## src/rtl/rv32im_pkg.sv

```systemverilog
// Shared RV32IM decode constants and the decoded-bundle type handed from the
// decode stage to the EX-stage ALU.
package rv32im_pkg;

   localparam logic [6:0] OPC_LOAD   = 7'b0000011;
   localparam logic [6:0] OPC_OP_IMM = 7'b0010011;
   localparam logic [6:0] OPC_AUIPC  = 7'b0010111;
   localparam logic [6:0] OPC_STORE  = 7'b0100011;
   localparam logic [6:0] OPC_OP     = 7'b0110011;
   localparam logic [6:0] OPC_LUI    = 7'b0110111;
   localparam logic [6:0] OPC_BRANCH = 7'b1100011;
   localparam logic [6:0] OPC_JALR   = 7'b1100111;
   localparam logic [6:0] OPC_JAL    = 7'b1101111;

   localparam logic [6:0] F7_BASE    = 7'b0000000;
   localparam logic [6:0] F7_ALT     = 7'b0100000;
   localparam logic [6:0] F7_MULDIV  = 7'b0000001;

   localparam logic A_SEL_RS1 = 1'b0;
   localparam logic A_SEL_PC  = 1'b1;

   typedef enum logic [4:0] {
      ALU_ADD    = 5'b00000,
      ALU_MUL    = 5'b00001,
      ALU_SUB    = 5'b00010,
      ALU_SLL    = 5'b00100,
      ALU_MULH   = 5'b00101,
      ALU_SLT    = 5'b01000,
      ALU_MULHU  = 5'b01001,
      ALU_SLTU   = 5'b01100,
      ALU_MULHSU = 5'b01101,
      ALU_XOR    = 5'b10000,
      ALU_DIV    = 5'b10001,
      ALU_SRL    = 5'b10100,
      ALU_DIVU   = 5'b10101,
      ALU_SRA    = 5'b10110,
      ALU_OR     = 5'b11000,
      ALU_REM    = 5'b11001,
      ALU_AND    = 5'b11100,
      ALU_REMU   = 5'b11101,
      ALU_FWD    = 5'b11111
   } alu_sel_e;

   typedef enum logic [1:0] {
      B_SEL_RS2  = 2'b00,
      B_SEL_IMM  = 2'b01,
      B_SEL_FOUR = 2'b10
   } op_b_sel_e;

   typedef struct packed {
      alu_sel_e    alu_sel;
      logic        op_a_sel;
      op_b_sel_e   op_b_sel;
      logic [31:0] imm;
      logic [4:0]  rd;
      logic [4:0]  rs1;
      logic [4:0]  rs2;
      logic        reg_write;
      logic        illegal;
      logic [31:0] pc;
   } dec_bundle_t;

endpackage

```

## src/rtl/alu_op_decode_comb.sv

```systemverilog
// Pure combinational RV32IM instruction -> ALU control bundle decode.
// Define RV32M_EN to decode the multiply/divide group; otherwise it is ILLEGAL.
module alu_op_decode_comb
   import rv32im_pkg::*;
(
   input  logic [31:0] i_instr,
   input  logic [31:0] i_pc,
   output dec_bundle_t o_bundle
);

   logic [6:0]  w_opcode;
   logic [2:0]  w_funct3;
   logic [6:0]  w_funct7;
   logic [4:0]  w_rd;
   logic [31:0] w_imm_i;
   logic [31:0] w_imm_s;
   logic [31:0] w_imm_b;
   logic [31:0] w_imm_u;
   logic [31:0] w_imm_j;

   alu_sel_e    w_alu;
   logic        w_a_sel;
   op_b_sel_e   w_b_sel;
   logic [31:0] w_imm;
   logic        w_write;
   logic        w_illegal;

   assign w_opcode = i_instr[6:0];
   assign w_rd     = i_instr[11:7];
   assign w_funct3 = i_instr[14:12];
   assign w_funct7 = i_instr[31:25];

   assign w_imm_i = {{20{i_instr[31]}}, i_instr[31:20]};
   assign w_imm_s = {{20{i_instr[31]}}, i_instr[31:25], i_instr[11:7]};
   assign w_imm_b = {{20{i_instr[31]}}, i_instr[7], i_instr[30:25], i_instr[11:8], 1'b0};
   assign w_imm_u = {i_instr[31:12], 12'b0};
   assign w_imm_j = {{12{i_instr[31]}}, i_instr[19:12], i_instr[20], i_instr[30:21], 1'b0};

   always_comb begin
      // NOTE: every signal gets a default first so no decode path can infer a latch.
      w_alu     = ALU_ADD;
      w_a_sel   = A_SEL_RS1;
      w_b_sel   = B_SEL_RS2;
      w_imm     = '0;
      w_write   = 1'b0;
      w_illegal = 1'b0;

      case (w_opcode)
         OPC_OP: begin
            w_write = 1'b1;
            case (w_funct7)
               F7_BASE: begin
                  case (w_funct3)
                     3'b000: w_alu = ALU_ADD;
                     3'b001: w_alu = ALU_SLL;
                     3'b010: w_alu = ALU_SLT;
                     3'b011: w_alu = ALU_SLTU;
                     3'b100: w_alu = ALU_XOR;
                     3'b101: w_alu = ALU_SRL;
                     3'b110: w_alu = ALU_OR;
                     3'b111: w_alu = ALU_AND;
                  endcase
               end
               F7_ALT: begin
                  if (w_funct3 == 3'b000)      w_alu = ALU_SUB;
                  else if (w_funct3 == 3'b101) w_alu = ALU_SRA;
                  else                         w_illegal = 1'b1;
               end
               F7_MULDIV: begin
`ifdef RV32M_EN
                  case (w_funct3)
                     3'b000: w_alu = ALU_MUL;
                     3'b001: w_alu = ALU_MULH;
                     3'b010: w_alu = ALU_MULHSU;
                     3'b011: w_alu = ALU_MULHU;
                     3'b100: w_alu = ALU_DIV;
                     3'b101: w_alu = ALU_DIVU;
                     3'b110: w_alu = ALU_REM;
                     3'b111: w_alu = ALU_REMU;
                  endcase
`else
                  w_illegal = 1'b1;
`endif
               end
               default: w_illegal = 1'b1;
            endcase
         end
         OPC_OP_IMM: begin
            w_write = 1'b1;
            w_b_sel = B_SEL_IMM;
            w_imm   = w_imm_i;
            // Shift-immediates reuse funct7 as an opcode extension; other funct3 values treat it as immediate bits.
            case (w_funct3)
               3'b000: w_alu = ALU_ADD;
               3'b001: begin
                  if (w_funct7 == F7_BASE) w_alu = ALU_SLL;
                  else                     w_illegal = 1'b1;
               end
               3'b010: w_alu = ALU_SLT;
               3'b011: w_alu = ALU_SLTU;
               3'b100: w_alu = ALU_XOR;
               3'b101: begin
                  if (w_funct7 == F7_BASE)     w_alu = ALU_SRL;
                  else if (w_funct7 == F7_ALT) w_alu = ALU_SRA;
                  else                         w_illegal = 1'b1;
               end
               3'b110: w_alu = ALU_OR;
               3'b111: w_alu = ALU_AND;
            endcase
         end
         OPC_LUI: begin
            w_alu   = ALU_FWD;
            w_b_sel = B_SEL_IMM;
            w_imm   = w_imm_u;
            w_write = 1'b1;
         end
         OPC_AUIPC: begin
            w_a_sel = A_SEL_PC;
            w_b_sel = B_SEL_IMM;
            w_imm   = w_imm_u;
            w_write = 1'b1;
         end
         OPC_LOAD: begin
            w_b_sel = B_SEL_IMM;
            w_imm   = w_imm_i;
            w_write = 1'b1;
         end
         OPC_STORE: begin
            w_b_sel = B_SEL_IMM;
            w_imm   = w_imm_s;
         end
         OPC_BRANCH: begin
            w_alu = ALU_SUB;
            w_imm = w_imm_b;
         end
         OPC_JAL: begin
            w_a_sel = A_SEL_PC;
            w_b_sel = B_SEL_FOUR;
            w_imm   = w_imm_j;
            w_write = 1'b1;
         end
         OPC_JALR: begin
            w_a_sel = A_SEL_PC;
            w_b_sel = B_SEL_FOUR;
            w_imm   = w_imm_i;
            w_write = 1'b1;
         end
         default: w_illegal = 1'b1;
      endcase

      // An illegal encoding degrades to a harmless ADD with no writeback.
      if (w_illegal) begin
         w_alu   = ALU_ADD;
         w_a_sel = A_SEL_RS1;
         w_b_sel = B_SEL_RS2;
         w_imm   = '0;
         w_write = 1'b0;
      end
   end

   always_comb begin
      o_bundle           = '0;
      o_bundle.alu_sel   = w_alu;
      o_bundle.op_a_sel  = w_a_sel;
      o_bundle.op_b_sel  = w_b_sel;
      o_bundle.imm       = w_imm;
      o_bundle.rd        = w_rd;
      o_bundle.rs1       = i_instr[19:15];
      o_bundle.rs2       = i_instr[24:20];
      o_bundle.reg_write = w_write && (w_rd != 5'd0);
      o_bundle.illegal   = w_illegal;
      o_bundle.pc        = i_pc;
   end

endmodule

```

## src/rtl/alu_op_decoder.sv

```systemverilog
// Decode stage between IF and EX: decodes each accepted word and holds it in a
// two-entry (main + skid) registered buffer with valid/ready and flush. Macro: RV32M_EN.
module alu_op_decoder
   import rv32im_pkg::*;
(
   input  logic        CLK,
   input  logic        RESET,
   input  logic        FLUSH,
   input  logic        IN_VALID,
   output logic        IN_READY,
   input  logic [31:0] INSTRUCTION,
   input  logic [31:0] PC,
   output logic        OUT_VALID,
   input  logic        OUT_READY,
   output logic [4:0]  ALU_SELECT,
   output logic        OP_A_SEL,
   output logic [1:0]  OP_B_SEL,
   output logic [31:0] IMM,
   output logic [4:0]  RD,
   output logic [4:0]  RS1,
   output logic [4:0]  RS2,
   output logic        REG_WRITE,
   output logic [31:0] PC_OUT,
   output logic        ILLEGAL
);

   dec_bundle_t w_dec;
   dec_bundle_t r_main;
   dec_bundle_t r_skid;
   dec_bundle_t w_main_nxt;
   dec_bundle_t w_skid_nxt;
   logic        r_main_valid;
   logic        r_skid_valid;
   logic        w_main_valid_nxt;
   logic        w_skid_valid_nxt;
   logic        r_in_ready;
   logic        w_accept;
   logic        w_drain;

   alu_op_decode_comb u_decode (
      .i_instr  (INSTRUCTION),
      .i_pc     (PC),
      .o_bundle (w_dec)
   );

   assign w_accept = IN_VALID && r_in_ready;
   assign w_drain  = r_main_valid && OUT_READY;

   // Main always holds the oldest word; skid only fills while main is stalled.
   always_comb begin
      w_main_nxt       = r_main;
      w_skid_nxt       = r_skid;
      w_main_valid_nxt = r_main_valid;
      w_skid_valid_nxt = r_skid_valid;

      if (FLUSH) begin
         w_main_valid_nxt = 1'b0;
         w_skid_valid_nxt = 1'b0;
      end else if (!r_main_valid) begin
         if (w_accept) begin
            w_main_nxt       = w_dec;
            w_main_valid_nxt = 1'b1;
         end
      end else if (w_drain) begin
         if (r_skid_valid) begin
            w_main_nxt = r_skid;
            if (w_accept) w_skid_nxt       = w_dec;
            else          w_skid_valid_nxt = 1'b0;
         end else if (w_accept) begin
            w_main_nxt = w_dec;
         end else begin
            w_main_valid_nxt = 1'b0;
         end
      end else if (w_accept && !r_skid_valid) begin
         w_skid_nxt       = w_dec;
         w_skid_valid_nxt = 1'b1;
      end
   end

   always_ff @(posedge CLK) begin
      if (RESET) begin
         // NOTE: the data registers are reset too, so every output reads 0 out of reset.
         r_main       <= '0;
         r_skid       <= '0;
         r_main_valid <= 1'b0;
         r_skid_valid <= 1'b0;
         r_in_ready   <= 1'b0;
      end else begin
         r_main       <= w_main_nxt;
         r_skid       <= w_skid_nxt;
         r_main_valid <= w_main_valid_nxt;
         r_skid_valid <= w_skid_valid_nxt;
         // Ready is registered from next-state occupancy so IN_READY never depends on OUT_READY combinationally.
         r_in_ready   <= !w_skid_valid_nxt;
      end
   end

   assign IN_READY   = r_in_ready;
   assign OUT_VALID  = r_main_valid;
   assign ALU_SELECT = r_main.alu_sel;
   assign OP_A_SEL   = r_main.op_a_sel;
   assign OP_B_SEL   = r_main.op_b_sel;
   assign IMM        = r_main.imm;
   assign RD         = r_main.rd;
   assign RS1        = r_main.rs1;
   assign RS2        = r_main.rs2;
   assign REG_WRITE  = r_main.reg_write;
   assign PC_OUT     = r_main.pc;
   assign ILLEGAL    = r_main.illegal;

endmodule

```

## config.mk

```make
export PLATFORM = sky130hd
export DESIGN_NAME = alu_op_decoder
export DESIGN_NICKNAME = d
export VERILOG_FILES = /design/src/rtl/rv32im_pkg.sv /design/src/rtl/alu_op_decode_comb.sv /design/src/rtl/alu_op_decoder.sv
export SDC_FILE = /design/constraint.sdc
export NUM_CORES = 1
export LEC_CHECK = 0
export BUFFER_PORTS_ARGS = -buffer_cell sky130_fd_sc_hd__buf_2
export CORE_ASPECT_RATIO = 0.8
export CORE_MARGIN = 10
export CORE_UTILIZATION = 49
export DETAILED_ROUTE_END_ITERATION = 6
export PLACE_DENSITY = 0.75
export SKIP_LAST_GASP = 1
export SYNTH_ARGS = -nofsm -noshare
export SYNTH_HDL_FRONTEND = slang
export SYNTH_SLANG_ARGS = --single-unit
```

## constraint.sdc

```tcl
create_clock -name CLK -period 2.1 [get_ports CLK]
set_input_delay 0.21 -clock CLK [delete_from_list [all_inputs] [get_ports CLK]]
set_output_delay 0.21 -clock CLK [all_outputs]
set_load 0.05 [all_outputs]
```

==> run_summary.xml <==
<?xml version="1.0" encoding="UTF-8"?>
<metrics>
  <group name="logic_synthesis">
    <metric name="synth_net_count" unit="">1001</metric>
    <metric name="synth-compound-area-share" unit="">0.298</metric>
    <metric name="synthArstFlopShare" unit="">0</metric>
    <metric name="synth-simple-area-share" unit="">0.191</metric>
    <metric name="synth-edff-count" unit="">0</metric>
    <metric name="dominantRegCellSynth" unit="">sky130_fd_sc_hd__dfxtp_1</metric>
    <metric name="synth_top_family_by_area" unit="">compound AO/OA/AOI/OAI gates</metric>
    <metric name="synth-adder-area-share" unit="">0</metric>
    <metric name="ys_types" unit="">51</metric>
    <metric name="ys_seq_elements" unit="">181</metric>
    <metric name="post_synth_xor_area_fraction" unit="">0.00225</metric>
    <metric name="netlist_instances" unit="">932</metric>
    <metric name="synth-seq-area-share" unit="">0.465</metric>
    <metric name="post_synth_mux_area_share" unit="">0</metric>
    <metric name="netlist_area" unit="µm²">7800</metric>
    <metric name="postSynthAreaPerCell" unit="µm²">8.37</metric>
    <metric name="yosys_warnings" unit="">0</metric>
  </group>
  <group name="global_route">
    <metric name="gr-usage-all-layers" unit="">0.225</metric>
    <metric name="globalRouteMet3Util" unit="">0.0663</metric>
    <metric name="grt.met2_usage" unit="">0.350</metric>
    <metric name="grt_pass1_vias" unit="">7541</metric>
    <metric name="grt-ovfl-total" unit="">0</metric>
    <metric name="grt_max_degree" unit="">65</metric>
    <metric name="grt_first_pass_wirelength" unit="mm">39.9</metric>
    <metric name="groute.layer.met1.usage" unit="">0.295</metric>
    <metric name="global_route.peak_usage_layer" unit="">met2</metric>
    <metric name="grt_antenna_before_repair" unit="">0</metric>
  </group>
  <group name="die">
    <metric name="dieHeight" unit="µm">133</metric>
    <metric name="placement_rows" unit="">41</metric>
    <metric name="initial_core_utilization" unit="">0.497</metric>
    <metric name="design.die.area" unit="µm²">21400</metric>
    <metric name="io_pins" unit="">160</metric>
    <metric name="die_w" unit="µm">161</metric>
    <metric name="core_area" unit="µm²">15700</metric>
  </group>
  <group name="detailed_routing">
    <metric name="detail_route.first_pass.iterations" unit="">5</metric>
    <metric name="dr_total_vias" unit="">7846</metric>
    <metric name="first_iter_violations" unit="">753</metric>
    <metric name="detail_route.wl_per_cell" unit="µm">18.8</metric>
    <metric name="final_antenna_net_count" unit="">0</metric>
    <metric name="detail_route.wirelength" unit="mm">24.7</metric>
    <metric name="drcViolationCount" unit="">0</metric>
    <metric name="post_drt_via_cell_ratio" unit="">5.97</metric>
  </group>
  <group name="clock_tree">
    <metric name="clock_tree.htree_level_count" unit="">4</metric>
    <metric name="cts_buffer_depth" unit="">2</metric>
    <metric name="tritoncts_clock_tree" unit="">built</metric>
    <metric name="clock-sinks" unit="">181</metric>
    <metric name="insertion_delay" unit="ns">0.44</metric>
    <metric name="cts_buffers" unit="">17</metric>
    <metric name="root_cell_of_the_clock_tree" unit="">sky130_fd_sc_hd__clkbuf_16</metric>
    <metric name="cts_setup_buffers" unit="">0</metric>
    <metric name="clkSlewWorstSetupHoldPaths" unit="ns">0.07</metric>
  </group>
  <group name="critical_path">
    <metric name="ff2ff_path_depth" unit="">5</metric>
    <metric name="criticalPathCategory" unit="">flop to flop</metric>
    <metric name="slowest_delay" unit="ns">0.50</metric>
    <metric name="regToRegStartpoint" unit="">OUT_VALID$_SDFF_PP0_</metric>
    <metric name="crit_path_end_kind" unit="">flop</metric>
    <metric name="cp_data_required_time" unit="ns">2.47</metric>
    <metric name="cp_slowest_cell" unit="">sky130_fd_sc_hd__a211oi_2</metric>
    <metric name="critical_path.cell_chain" unit="">nor2b_1 -&gt; or2_2 -&gt; or3_1 -&gt; a211oi_2 -&gt; o2bb2ai_1</metric>
    <metric name="timing.critical_path.fanout_max" unit="">11</metric>
    <metric name="ff2ff_setup_slack" unit="ns">0.003</metric>
    <metric name="r2r-end" unit="">IMM[8]$_SDFFE_PP0P_</metric>
    <metric name="worst_path_arrival_time" unit="ns">2.47</metric>
    <metric name="setup.worst_path.start_class" unit="">flop</metric>
  </group>
  <group name="sta">
    <metric name="final.setup.worst_slack" unit="ns">0.00264</metric>
    <metric name="final.setup_skew" unit="ns">0.00837</metric>
    <metric name="finalSetupViolCount" unit="">0</metric>
    <metric name="timing_max_transition_violations_final" unit="">0</metric>
    <metric name="tightest_slew" unit="ns">0.696</metric>
    <metric name="final_critical_delay_including_setup_and_external_delays" unit="ns">2.10</metric>
    <metric name="final.period_utilization" unit="">0.999</metric>
    <metric name="clock.fmax" unit="MHz">477</metric>
    <metric name="setup-tns-final" unit="ns">0</metric>
    <metric name="timing.final.hold_violations" unit="">0</metric>
    <metric name="max_slew_margin" unit="">0.536</metric>
  </group>
  <group name="place">
    <metric name="post-dp-hpwl" unit="mm">16.8</metric>
    <metric name="io_buffers" unit="">159</metric>
    <metric name="placement.cell_area" unit="µm²">9080</metric>
    <metric name="dp.cells" unit="">1281</metric>
    <metric name="gp_congestion" unit="">0.925</metric>
    <metric name="dpl_worst_slack" unit="ns">-0.275</metric>
  </group>
  <group name="cells_and_area">
    <metric name="layout.nets" unit="">1155</metric>
    <metric name="leading_cell_type_in_the_layout_fill_and_taps_excluded" unit="">sky130_fd_sc_hd__nand2_1</metric>
    <metric name="areaGrowthSynthToFinish" unit="%">24.5</metric>
    <metric name="fill_cells" unit="">1457</metric>
    <metric name="final_instance_area" unit="µm²">9710</metric>
    <metric name="instances_no_fill" unit="">1314</metric>
    <metric name="final_util" unit="">0.619</metric>
    <metric name="most-common-layout-cells" unit="">191 x sky130_fd_sc_hd__nand2_1, 178 x sky130_fd_sc_hd__dfxtp_1, 158 x sky130_fd_sc_hd__buf_2, 86 x sky130_fd_sc_hd__a21oi_1, 63 x sky130_fd_sc_hd__nor2_1</metric>
    <metric name="share_of_post_route_cells_with_drive_strength_above_1" unit="">0.258</metric>
    <metric name="insertedDiodeCount" unit="">0</metric>
  </group>
  <group name="hold_path">
    <metric name="hold_end" unit="">r_skid[1]$_SDFFE_PP0P_</metric>
    <metric name="hp-start" unit="">PC[1]</metric>
    <metric name="timing.hold.worst_path_depth" unit="">3</metric>
    <metric name="hold_class" unit="">input pin to flop</metric>
  </group>
  <group name="pwr">
    <metric name="pwr-share-comb" unit="">0.120</metric>
    <metric name="power.share.switching" unit="">0.285</metric>
    <metric name="ir_worst_vdd" unit="mV">0.683</metric>
    <metric name="internal_power" unit="mW">5.61</metric>
    <metric name="leakage" unit="nW">3.86</metric>
    <metric name="p_seq_frac" unit="">0.454</metric>
    <metric name="powerDensity" unit="nW/µm²">808</metric>
    <metric name="clock_power_share" unit="">0.425</metric>
    <metric name="power.switching" unit="mW">2.24</metric>
  </group>
  <group name="outcome">
    <metric name="run_status" unit="">completed</metric>
  </group>
  <group name="flow_run">
    <metric name="maxCapViolations" unit="">0</metric>
  </group>
</metrics>
==> worst max-delay path, delay by kind of cell (launching register included) <==
kind / cells / cell delay (ns)
compound gates: 2 / 0.68
flops: 1 / 0.40
simple gates: 3 / 0.94
==> worst max-delay path by stage <==
stage / startpoint / end / slack (ns) / cells past startpoint
after CTS: OUT_VALID$_SDFF_PP0_ / IMM[26]$_SDFFE_PP0P_ / 0.05 / 5
final: OUT_VALID$_SDFF_PP0_ / IMM[8]$_SDFFE_PP0P_ / 0.003 / 5
after global routing: OUT_VALID$_SDFF_PP0_ / IMM[5]$_SDFFE_PP0P_ / -0.06 / 5
after detailed placement: INSTRUCTION[26] / IMM[1]$_SDFFE_PP0P_ / -0.27 / 7
after floorplan: INSTRUCTION[26] / IMM[12]$_SDFFE_PP0P_ / -0.10 / 7
after global placement: INSTRUCTION[26] / IMM[2]$_SDFFE_PP0P_ / -0.20 / 7
==> what timing repair did <==
item,4_1_cts,5_1_grt
hold buffers,1,0
endpoints found under the setup margin,0,18
gates resized for setup,0,2
hold endpoints to repair,1,0
==> flip-flops by register name, indices dropped and copies added, names as in the netlist <==
name / count
OUT_VALID: 1
r_skid_valid: 1
OP_B_SEL: 2
REG_WRITE: 1
ILLEGAL: 1
PC_OUT: 32
ALU_SELECT: 5
IMM: 32
r_skid: 89
IN_READY: 1
RD: 5
OP_A_SEL: 1
RS2: 5
RS1: 5
==> cell usage after synthesis, types with 6 or more instances <==
library cell,count,area (µm²)
sky130_fd_sc_hd__o32ai_1,6,52.6
sky130_fd_sc_hd__a2bb2oi_1,14,123
sky130_fd_sc_hd__dfxtp_1,181,3620
sky130_fd_sc_hd__clkbuf_1,81,304
sky130_fd_sc_hd__o21a_1,7,52.6
sky130_fd_sc_hd__a311oi_1,46,403
sky130_fd_sc_hd__nor3_1,7,35.0
sky130_fd_sc_hd__nand3_1,52,260
sky130_fd_sc_hd__a21oi_1,87,435
sky130_fd_sc_hd__nand2_1,193,724
sky130_fd_sc_hd__o32ai_2,8,130
sky130_fd_sc_hd__o21ai_0,34,170
sky130_fd_sc_hd__o221a_2,6,67.6
sky130_fd_sc_hd__o2bb2ai_1,14,123
sky130_fd_sc_hd__o221ai_1,19,166
sky130_fd_sc_hd__nor2_1,65,244
sky130_fd_sc_hd__a22oi_1,17,128
sky130_fd_sc_hd__a211oi_1,6,45.0
sky130_fd_sc_hd__a22o_1,25,219
==> through the flow <==
step                      hold slack [ns]  total power [mW]
after floorplan                     0.336              4.24
after global placement              0.434              4.57
after detailed placement            0.447              4.58
after CTS                         0.00138              7.88
after global routing            0.0000106              8.12
final                              0.0138              7.85
==> power by group through the flow <==
stage | clock network (mW) | logic, mW | registers, mW
after floorplan | 0 | 0.342 | 3.90
after global placement | 0 | 0.928 | 3.64
after detailed placement | 0 | 0.935 | 3.64
after CTS | 3.38 | 0.939 | 3.56
after global routing | 3.54 | 1.01 | 3.57
final | 3.34 | 0.943 | 3.57
==> final cells by class <==
cell class	count	area [µm²]	area share
Clock buffer	17	425	0.0438
Sequential cell	181	3630	0.374
Tap cell	215	269	0.0277
Inverter	5	18.8	0.00193
Multi-Input combinational cell	662	3880	0.400
Timing Repair Buffer	219	1300	0.134
Clock inverter	15	186	0.0192
==> kinds of logic (layout without fill, tap and decap cells) <==
group / after synthesis / after routing
buffers and inverters: 89 / 256
XOR/XNOR: 2 / 2
AND/OR/NAND/NOR: 346 / 346
AO/OA/AOI/OAI: 314 / 314
flip-flops: 181 / 181
==> per-layer routing <==
| layer | share of wire | vias to the layer above |
|---|---|---|
| met5 | 0 | - |
| met4 | 0.018 | 0 |
| met3 | 0.086 | 37 |
| met2 | 0.46 | 341 |
| met1 | 0.44 | 3724 |
| li1 | - | 3744 |
Note: power is estimated with default switching activity, not from simulation.
